==> config.mk <==
export PLATFORM = sky130hd
export DESIGN_NAME = preproc_frame_sequencer_flat
export DESIGN_NICKNAME = d
export VERILOG_FILES = /design/src/rtl/preproc_frame_sequencer_pkg.sv /design/src/rtl/preproc_frame_sequencer_if.sv /design/src/rtl/preproc_timeout_counter.sv /design/src/rtl/preproc_frame_sequencer.sv /design/src/flat_wrapper.sv
export SDC_FILE = /design/constraint.sdc
export NUM_CORES = 1
export LEC_CHECK = 0
export CAP_MARGIN = 30
export CORE_MARGIN = 2
export CORE_UTILIZATION = 39
export DETAILED_ROUTE_END_ITERATION = 16
export PLACE_DENSITY = 0.84
export SLEW_MARGIN = 20
export SYNTH_ARGS = -nofsm -noshare
export SYNTH_HDL_FRONTEND = slang
export SYNTH_SLANG_ARGS = --single-unit
export TNS_END_PERCENT = 20
==> constraint.sdc <==
create_clock -name clk -period 2.4 [get_ports clk]
set_clock_uncertainty 0.15 [all_clocks]
set_input_delay 0.48 -clock clk [delete_from_list [all_inputs] [get_ports clk]]
set_output_delay 0.48 -clock clk [all_outputs]
set_load 0.01 [all_outputs]
==> src/rtl/preproc_frame_sequencer_pkg.sv <==
`default_nettype none
// ----------------------------------------------------------------------------
// preproc_frame_sequencer_pkg : shared state encoding, widths and frame defaults
// Rev 1.0
// ----------------------------------------------------------------------------
package preproc_frame_sequencer_pkg;

  localparam int PIX_W       = 24;
  localparam int GS_W        = 8;
  localparam int DEF_FRAME_W = 8;
  localparam int DEF_FRAME_H = 4;
  localparam int DEF_TIMEOUT = 16;

  typedef enum logic [2:0] {
    ST_IDLE    = 3'd0,
    ST_READ    = 3'd1,
    ST_LATCH   = 3'd2,
    ST_CONVERT = 3'd3,
    ST_WRITE   = 3'd4,
    ST_DONE    = 3'd5
  } state_t;

  function automatic int frame_pixels(input int w, input int h);
    return w * h;
  endfunction

endpackage
`default_nettype wire

==> src/rtl/preproc_frame_sequencer_if.sv <==
`default_nettype none
// ----------------------------------------------------------------------------
// preproc_frame_sequencer_if : RGB read port, rgb2gs handshake and grayscale write port
// Rev 1.0
// ----------------------------------------------------------------------------
interface preproc_frame_sequencer_if #(
  parameter int ADDR_W = 16
) ();
  import preproc_frame_sequencer_pkg::*;

  logic              rd_en;
  logic [ADDR_W-1:0] rd_addr;
  logic [PIX_W-1:0]  rd_data;
  logic [PIX_W-1:0]  gs_rgb;
  logic              gs_rgb_en;
  logic [GS_W-1:0]   gs_in;
  logic              gs_valid;
  logic              wr_en;
  logic [ADDR_W-1:0] wr_addr;
  logic [GS_W-1:0]   wr_data;

  modport master (
    output rd_en, rd_addr, gs_rgb, gs_rgb_en, wr_en, wr_addr, wr_data,
    input  rd_data, gs_in, gs_valid
  );

  modport slave (
    input  rd_en, rd_addr, gs_rgb, gs_rgb_en, wr_en, wr_addr, wr_data,
    output rd_data, gs_in, gs_valid
  );

endinterface
`default_nettype wire

==> src/rtl/preproc_timeout_counter.sv <==
`default_nettype none
// ----------------------------------------------------------------------------
// preproc_timeout_counter : counts converter wait cycles, flags the last allowed one
// Rev 1.0
// ----------------------------------------------------------------------------
module preproc_timeout_counter
  import preproc_frame_sequencer_pkg::*;
#(
  parameter int TIMEOUT = DEF_TIMEOUT
) (
  input  logic clk,
  input  logic rst_n,
  input  logic clear,
  input  logic enable,
  output logic expired
);

  localparam int              c_cnt_w = $clog2(TIMEOUT + 1);
  localparam logic [c_cnt_w-1:0] c_last = c_cnt_w'(TIMEOUT - 1);

  logic [c_cnt_w-1:0] r_count;

  always_ff @(posedge clk or negedge rst_n) begin
    if (!rst_n) begin
      r_count <= '0;
    end else if (clear) begin
      r_count <= '0;
    end else if (enable && !expired) begin
      r_count <= r_count + 1'b1;
    end
  end

  // Expiry is reported during the TIMEOUT-th waiting cycle so the FSM leaves on that edge.
  assign expired = enable && (r_count == c_last);

endmodule
`default_nettype wire

==> src/rtl/preproc_frame_sequencer.sv <==
`default_nettype none
// ----------------------------------------------------------------------------
// preproc_frame_sequencer : walks a frame pixel by pixel through read, rgb2gs, write
// Rev 1.0
// ----------------------------------------------------------------------------
module preproc_frame_sequencer
  import preproc_frame_sequencer_pkg::*;
#(
  parameter int FRAME_W = DEF_FRAME_W,
  parameter int FRAME_H = DEF_FRAME_H,
  parameter int ADDR_W  = 16,
  parameter int TIMEOUT = DEF_TIMEOUT
) (
  input  logic clk,
  input  logic rst_n,
  input  logic start,
  input  logic abort,
  output logic busy,
  output logic done,
  output logic timeout_err,
  preproc_frame_sequencer_if.master bus
);

  localparam int                c_npix     = frame_pixels(FRAME_W, FRAME_H);
  localparam logic [ADDR_W-1:0] c_last_idx = ADDR_W'(c_npix - 1);

  state_t            r_state;
  state_t            w_state_next;
  logic [ADDR_W-1:0] r_idx;
  logic [PIX_W-1:0]  r_gs_rgb;
  logic [GS_W-1:0]   r_wr_data;
  logic              r_timeout_err;
  logic              w_clr_frame;
  logic              w_inc_idx;
  logic              w_ld_rgb;
  logic              w_ld_gs;
  logic              w_set_timeout;
  logic              w_wait_clr;
  logic              w_wait_en;
  logic              w_expired;

  assign w_wait_clr = (r_state == ST_IDLE) || (r_state == ST_LATCH);
  assign w_wait_en  = (r_state == ST_CONVERT) && !bus.gs_valid;

  preproc_timeout_counter #(
    .TIMEOUT (TIMEOUT)
  ) u_timeout (
    .clk     (clk),
    .rst_n   (rst_n),
    .clear   (w_wait_clr),
    .enable  (w_wait_en),
    .expired (w_expired)
  );

  always_ff @(posedge clk or negedge rst_n) begin
    if (!rst_n) begin
      r_state <= ST_IDLE;
    end else begin
      r_state <= w_state_next;
    end
  end

  always_comb begin
    w_state_next  = r_state;
    w_clr_frame   = 1'b0;
    w_inc_idx     = 1'b0;
    w_ld_rgb      = 1'b0;
    w_ld_gs       = 1'b0;
    w_set_timeout = 1'b0;
    case (r_state)
      ST_IDLE: begin
        if (start && !abort) begin
          w_state_next = ST_READ;
          w_clr_frame  = 1'b1;
        end
      end
      ST_READ:  w_state_next = ST_LATCH;
      ST_LATCH: begin
        w_ld_rgb     = 1'b1;
        w_state_next = ST_CONVERT;
      end
      ST_CONVERT: begin
        // A result arriving in the last allowed cycle still wins over expiry.
        if (bus.gs_valid) begin
          w_ld_gs      = 1'b1;
          w_state_next = ST_WRITE;
        end else if (w_expired) begin
          w_set_timeout = 1'b1;
          w_state_next  = ST_IDLE;
        end
      end
      ST_WRITE: begin
        if (r_idx == c_last_idx) begin
          w_state_next = ST_DONE;
        end else begin
          w_inc_idx    = 1'b1;
          w_state_next = ST_READ;
        end
      end
      ST_DONE:  w_state_next = ST_IDLE;
      default:  w_state_next = ST_IDLE;
    endcase
    if (abort && (r_state != ST_IDLE)) begin
      w_state_next  = ST_IDLE;
      w_inc_idx     = 1'b0;
      w_ld_gs       = 1'b0;
      w_set_timeout = 1'b0;
    end
  end

  always_ff @(posedge clk or negedge rst_n) begin
    if (!rst_n) begin
      r_idx         <= '0;
      r_gs_rgb      <= '0;
      r_wr_data     <= '0;
      r_timeout_err <= 1'b0;
    end else begin
      if (w_clr_frame) begin
        r_idx         <= '0;
        r_timeout_err <= 1'b0;
      end else if (w_inc_idx) begin
        r_idx <= r_idx + 1'b1;
      end
      if (w_set_timeout) begin
        r_timeout_err <= 1'b1;
      end
      if (w_ld_rgb) begin
        r_gs_rgb <= bus.rd_data;
      end
      if (w_ld_gs) begin
        r_wr_data <= bus.gs_in;
      end
    end
  end

  // Strobes decode straight from the state so reset clears them without waiting for a clock.
  assign busy          = (r_state != ST_IDLE) && (r_state != ST_DONE);
  assign done          = (r_state == ST_DONE);
  assign timeout_err   = r_timeout_err;
  assign bus.rd_en     = (r_state == ST_READ);
  assign bus.rd_addr   = r_idx;
  assign bus.gs_rgb    = r_gs_rgb;
  assign bus.gs_rgb_en = (r_state == ST_CONVERT);
  assign bus.wr_en     = (r_state == ST_WRITE);
  assign bus.wr_addr   = r_idx;
  assign bus.wr_data   = r_wr_data;

endmodule
`default_nettype wire

==> src/flat_wrapper.sv <==
// flat-port wrapper written by rule: the top's interface ports become plain ports
module preproc_frame_sequencer_flat import preproc_frame_sequencer_pkg::*;
#(
  parameter int FRAME_W = DEF_FRAME_W,
  parameter int FRAME_H = DEF_FRAME_H,
  parameter int ADDR_W  = 16,
  parameter int TIMEOUT = DEF_TIMEOUT
)
  (clk, rst_n, start, abort, busy, done, timeout_err, bus_rd_en, bus_rd_addr, bus_gs_rgb, bus_gs_rgb_en, bus_wr_en, bus_wr_addr, bus_wr_data, bus_rd_data, bus_gs_in, bus_gs_valid);
  preproc_frame_sequencer_if #(.ADDR_W(ADDR_W)) bus_i ();
  input  logic clk;
  input  logic rst_n;
  input  logic start;
  input  logic abort;
  output logic busy;
  output logic done;
  output logic timeout_err;
  output wire logic [$bits(bus_i.rd_en)-1:0] bus_rd_en;
  output wire logic [$bits(bus_i.rd_addr)-1:0] bus_rd_addr;
  output wire logic [$bits(bus_i.gs_rgb)-1:0] bus_gs_rgb;
  output wire logic [$bits(bus_i.gs_rgb_en)-1:0] bus_gs_rgb_en;
  output wire logic [$bits(bus_i.wr_en)-1:0] bus_wr_en;
  output wire logic [$bits(bus_i.wr_addr)-1:0] bus_wr_addr;
  output wire logic [$bits(bus_i.wr_data)-1:0] bus_wr_data;
  input wire logic [$bits(bus_i.rd_data)-1:0] bus_rd_data;
  input wire logic [$bits(bus_i.gs_in)-1:0] bus_gs_in;
  input wire logic [$bits(bus_i.gs_valid)-1:0] bus_gs_valid;
  assign bus_rd_en = bus_i.rd_en;
  assign bus_rd_addr = bus_i.rd_addr;
  assign bus_gs_rgb = bus_i.gs_rgb;
  assign bus_gs_rgb_en = bus_i.gs_rgb_en;
  assign bus_wr_en = bus_i.wr_en;
  assign bus_wr_addr = bus_i.wr_addr;
  assign bus_wr_data = bus_i.wr_data;
  assign bus_i.rd_data = bus_rd_data;
  assign bus_i.gs_in = bus_gs_in;
  assign bus_i.gs_valid = bus_gs_valid;
  preproc_frame_sequencer #(.FRAME_W(FRAME_W), .FRAME_H(FRAME_H), .ADDR_W(ADDR_W), .TIMEOUT(TIMEOUT)) u_core (.clk(clk), .rst_n(rst_n), .start(start), .abort(abort), .busy(busy), .done(done), .timeout_err(timeout_err), .bus(bus_i));
endmodule
Word-level counts from Yosys, hierarchy flattened

Index checks and enable logic that the tools add are counted.
W data, S select, Z words.

Reduce and logical (&&, ||, !) cells: 16
Muxes and demuxes: 25
Equality and inequality tests: 10
Add/sub/neg operators: 2

Operator list:

| cell                    | number |
|---|---|
| $mux W16                | 2 |
| $add A16 B1 Y16 const B | 1 |
| $eq A16 B5 Y1 const B   | 1 |
| $mux W1                 | 15 |
| $mux W3                 | 5 |
| $pmux W3 S5             | 1 |
| $mux W5                 | 2 |
| $eq A3 B2 Y1 const B    | 2 |
| $eq A3 B3 Y1 const B    | 2 |
| $logic_and A1 B1 Y1     | 6 |
| $ne A3 B3 Y1 const B    | 2 |
| $reduce_bool A2 Y1      | 3 |
| $add A5 B1 Y5 const B   | 1 |
| $eq A5 B4 Y1 const B    | 1 |
| $ne A4 B1 Y1 const B    | 1 |
| $eq A3 B1 Y1 const B    | 1 |
| $logic_not A1 Y1        | 3 |
| $logic_not A3 Y1        | 1 |
| $reduce_bool A3 Y1      | 1 |
| $reduce_and A2 Y1       | 1 |
| $logic_or A1 B1 Y1      | 1 |

Bits of input ports: 37
Register bits after elaboration: 57
Output and inout port bits: 70

Depth between registers and ports, before layout

Depth in word-level cells: 8
Mapped depth: 6

Hierarchy

From an unflattened synthesis, not the netlist that was laid out.

Cells, all modules: 231
Area total of the unflattened synthesis: 2,708.8 µm²

By module, submodules not included:

| module                  | area an instance (µm²) | instances | cells an instance |
|---|---|---|---|
| preproc_frame_sequencer | 2,433.6                | 1         | 207 |
| preproc_timeout_counter | 275.3                  | 1         | 24 |

Worst setup path after synthesis

Ideal clock, no wire load.

Path kind: flip-flop to flip-flop
Start: register u_core.r_state[0]
End: register u_core.r_idx[15], in the netlist u_core.bus.rd_addr[15]
Stages on the path, launching flop included: 7
Setup time: 77 ps
Arrival time: 2,157 ps
Path buffers: 2
Setup slack: 15 ps
Period minus slack after synthesis: 2,385 ps
Path through: dfrtp_1 > buf_6 > or4b_4 > buf_6 > or4_4 > or3_1 > a21oi_1

Word-level cells in the longest chain between the ends: 4
Elaborated cells between the ends (all ways): 9

RTL lines:

| element                                            | RTL line                                                      | source |
|---|---|---|
| start: declaration                                 | preproc_frame_sequencer.sv:27                                 | `state_t r_state;` |
| start signal: assignment                           | preproc_frame_sequencer.sv:59                                 | `r_state <= w_state_next;` |
| $eq A3 B3 Y1 or $reduce_bool A3 Y1 (tied branches) | preproc_frame_sequencer.sv:70, preproc_frame_sequencer.sv:103 |  |
| $mux W1 or $logic_and A1 B1 Y1 (tied branches)     | preproc_frame_sequencer.sv:70, preproc_frame_sequencer.sv:103 |  |
| $mux W1                                            | preproc_frame_sequencer.sv:103                                | `if (abort && (r_state != ST_IDLE)) begin` |
| $reduce_bool A2 Y1 (no source line)                | --                                                            |  |
| end signal: assignment                             | preproc_frame_sequencer.sv:122                                | `r_idx <= r_idx + 1'b1;` |
| end: declaration                                   | preproc_frame_sequencer.sv:29                                 | `logic [ADDR_W-1:0] r_idx;` |

Parallel ways exist; a longest one is shown, timed or not.
A chain may end at the register's enable or synchronous reset.

Worst setup path after layout

Start: input port abort
End: register u_core.r_idx[15], in the netlist u_core.bus.rd_addr[15]

Word-level cells in the longest chain between the ends: 5
Elaborated cells between the ends (all ways): 8

RTL lines:

| element                                        | RTL line                      | source |
|---|---|---|
| start: declaration                             | flat_wrapper.sv:14            | `input logic abort;` |
| $logic_not A1 Y1                               | preproc_frame_sequencer.sv:72 | `if (start && !abort) begin` |
| $logic_and A1 B1 Y1                            | preproc_frame_sequencer.sv:72 |  |
| $mux W1                                        | preproc_frame_sequencer.sv:72 |  |
| $mux W1                                        | preproc_frame_sequencer.sv:70 | `case (r_state)` |
| $mux W16 or $reduce_bool A2 Y1 (tied branches) | --                            |  |

Parallel ways exist; a longest one is shown, timed or not.

==> results.cfg <==
[synth]
synth_top_cell_by_area = dfrtp_1
synth_commonest_cells = 57 x dfrtp_1, 32 x mux2_2, 18 x nand2_1
synth.distinct_cells = 43
synth-seq-area-share = 0.526
synth_warnings = 0
synth-xor-area-share = 0.0290
synthSimpleGateAreaFrac = 0.163
synthFlopType = dfrtp_1
synth_area_per_cell_sq_um = 11.5
netlist_area_sq_mm = 0.00271
synth_top_family_by_area = simple AND/OR/NAND/NOR gates
asyncSetResetFlopFracSynth = 1.00
synth_most_common_cell = dfrtp_1
synth_compound_area_frac = 0.0337
synthAdderAreaFrac = 0.0138
synthMuxAreaShare = 0.159
syn-num-nets = 276
ys_ff_latch = 57
synth_top_area_share = 0.526
synth_edf_count = 0
synth.area.top_cells = dfrtp_1 53%, mux2_2 13%, buf_4 4.7%
syn_inst = 236

[layout]
finish.utilization = 0.601
drive_above_1_share = 0.204
syn2layout_area_growth_pct = 49.6
design_area_sq_mm = 0.00406
diodes = 0
nNetsFinal = 378

[die]
dieArea_sq_mm = 0.00764
die_h_um = 87.4
die_w_um = 87.4
ios = 107
start_util = 0.402
coreArea_sq_mm = 0.00676
row_count = 30

[placement]
dp_hpwl_um = 4640
gp_congestion = 0.822
post_dp_cell_area_sq_mm = 0.00379
portBuffers = 106

[clock_tree]
h-tree-depth = 3
clk_latency_ns = 0.34
clk_pin_slew_ns = 0.07
postCtsHoldBufs = 0
clock_path_buffers = 2
cts_num_sinks = 57
cts-buffers-inserted = 9
cts_tree = yes
root_buffer = clkbuf_8
cts_setup_buffers = 0

[global_routing]
grt_pass1_wl_um = 9970
grt_max_degree = 31
antenna_found_initial = 0
grtUsageTotal = 0.169
grt_pass1_vias = 2126
grt_overflow = 0

[sta]
tightest_slew_ns = 0.663
setup_viol = 0
fin_crit_sh = 0.985
min_period_ns = 2.37
drv_slew = 0
timing_hold_violations_final = 0
fin_setup_tns_ns = 0
max_freq_ghz = 0.423
slew_headroom = 0.558
rsz0062_at_grt = false

[drt]
drtIter0Drc = 129
wire_per_inst_um = 14.9
drt_pass1_iterations = 4
routed-via-count = 2166
wl_um = 6310
ant_nets = 0
drc_errors = 0
viasPerCell = 5.12

[power_and_ir_drop]
p_per_area_mw_per_mm2 = 883
p_leak_nw = 1.77
irDropWorstVdd_uv = 739
total_power_mw = 3.59

[critical_path]
setup.worst_path.end_class = flop
cpPeakStageDelay_ns = 0.55
critical_path.slowest_cell = or4_4
arrival_ns = 2.47
worst_setup_path_start_kind = input port
crit_required_ns = 2.51
crit_fanout = 3
path_cells = clkdlybuf4s50_1, or4b_4, or4_4, or3_1, a21oi_1
path_class = in2reg

[run_status]
status = finished, final reports clean

[job]
drv_cap = 0

[hold_path]
hold_path.class = in2async
## cell type report
class	instances	area [sq um]
Tap cell	80	100
Inverter	5	18.8
Clock buffer	9	124
Fill cell	569	2700
Clock inverter	7	125
Timing Repair Buffer	119	1180
Multi-Input combinational cell	146	1090
Sequential cell	57	1430
## through the flow
stage | instances | worst slack [ns] | hold WS (ns)
2_1_floorplan | 236 | 0.0153 | 0.0344
3_3_place_gp | 407 | -0.296 | 0.335
3_5_place_dp | 407 | -0.307 | 0.339
4_1_cts | 423 | 0.0286 | 0.0403
5_1_grt | 423 | 0.0190 | 0.0591
6_report | 423 | 0.0350 | 0.0175
## critical path, delay by kind of cell
kind                   cells  cell delay, ns
buffers and inverters      1            0.44
AO/OA/AOI/OAI              1            0.14
AND/OR/NAND/NOR            3            1.40
## cells by family after synthesis
kind of cell / after synthesis
and+or+nand+nor: 81
DFF: 57
muxes: 39
buffers and inverters: 33
AOI/OAI and AO/OA: 14
xor gates and xnor gates: 9
adders and majority gates: 3
## path summary, 6_finish.rpt
kind / start / end / slack (ns) / depth (start not counted)
worst max-delay path: abort / u_core.bus.rd_addr[15]$_DFFE_PN0P_ / 0.03 / 5
worst min-delay path: rst_n / u_core.bus.rd_addr[6]$_DFFE_PN0P_ / 0.02 / 1
worst max register to register: u_core.r_state[0]$_DFFE_PN0P_ / u_core.bus.rd_addr[15]$_DFFE_PN0P_ / 0.18 / 4
worst min register to register: u_core.bus.wr_data[5]$_DFFE_PN0P_ / u_core.bus.wr_data[5]$_DFFE_PN0P_ / 0.35 / 1
max in group asynchronous: rst_n / u_core.r_state[2]$_DFFE_PN0P_ / 1.47 / 2
min in group clk: u_core.bus.wr_data[5]$_DFFE_PN0P_ / u_core.bus.wr_data[5]$_DFFE_PN0P_ / 0.35 / 1
## cells in the final DEF, fill, tap and decap left out, types with 4 or more instances in the layout
| master | netlist | final |
|---|---|---|
| buf_4 | 17 | 12 |
| clkbuf_8 | 0 | 9 |
| clkdlybuf4s50_1 | 0 | 101 |
| dfrtp_1 | 57 | 56 |
| dlymetal6s2s_1 | 0 | 4 |
| inv_1 | 5 | 5 |
| mux2_2 | 32 | 32 |
| mux2i_1 | 7 | 7 |
| nand2_1 | 18 | 18 |
| nand3_1 | 6 | 6 |
| nand4_1 | 5 | 5 |
| nor2_1 | 16 | 16 |
| nor3_1 | 8 | 8 |
| nor4_1 | 5 | 5 |
| o21ai_0 | 4 | 4 |
| xnor2_1 | 6 | 6 |
## where the power goes
part           leakage, nW  total [mW]  switching, mW  internal, mW
clock network        0.125        1.13          0.425         0.702
logic                0.911        1.11          0.398         0.714
registers            0.732        1.35          0.127          1.22
total                 1.77        3.59          0.951          2.63
## layer usage
metal | GRT usage | wire (um) | vias to the layer above
met4 | 0.0755 | 129 | 0
met1 | 0.213 | 2620 | 1046
met2 | 0.268 | 3140 | 89
met3 | 0.0502 | 423 | 12
li1 | - | - | 1019
met5 | 0 | 0 | -
## state kept, by name (all words and copies together), names as in the netlist
name,flops
u_core.u_timeout.r_count,5
u_core.bus.rd_addr,16
u_core.r_state,3
u_core.bus.gs_rgb,24
u_core.bus.wr_data,8
u_core.timeout_err,1
## timing repair
action                                  CTS  global route
endpoints found under the hold margin     0             0
pin swaps                                 0             0
gates cloned                              0             0
endpoints found under the setup margin    2             4
gates resized for setup                   2             5
No activity file was read; power rests on OpenSTA's default activity.
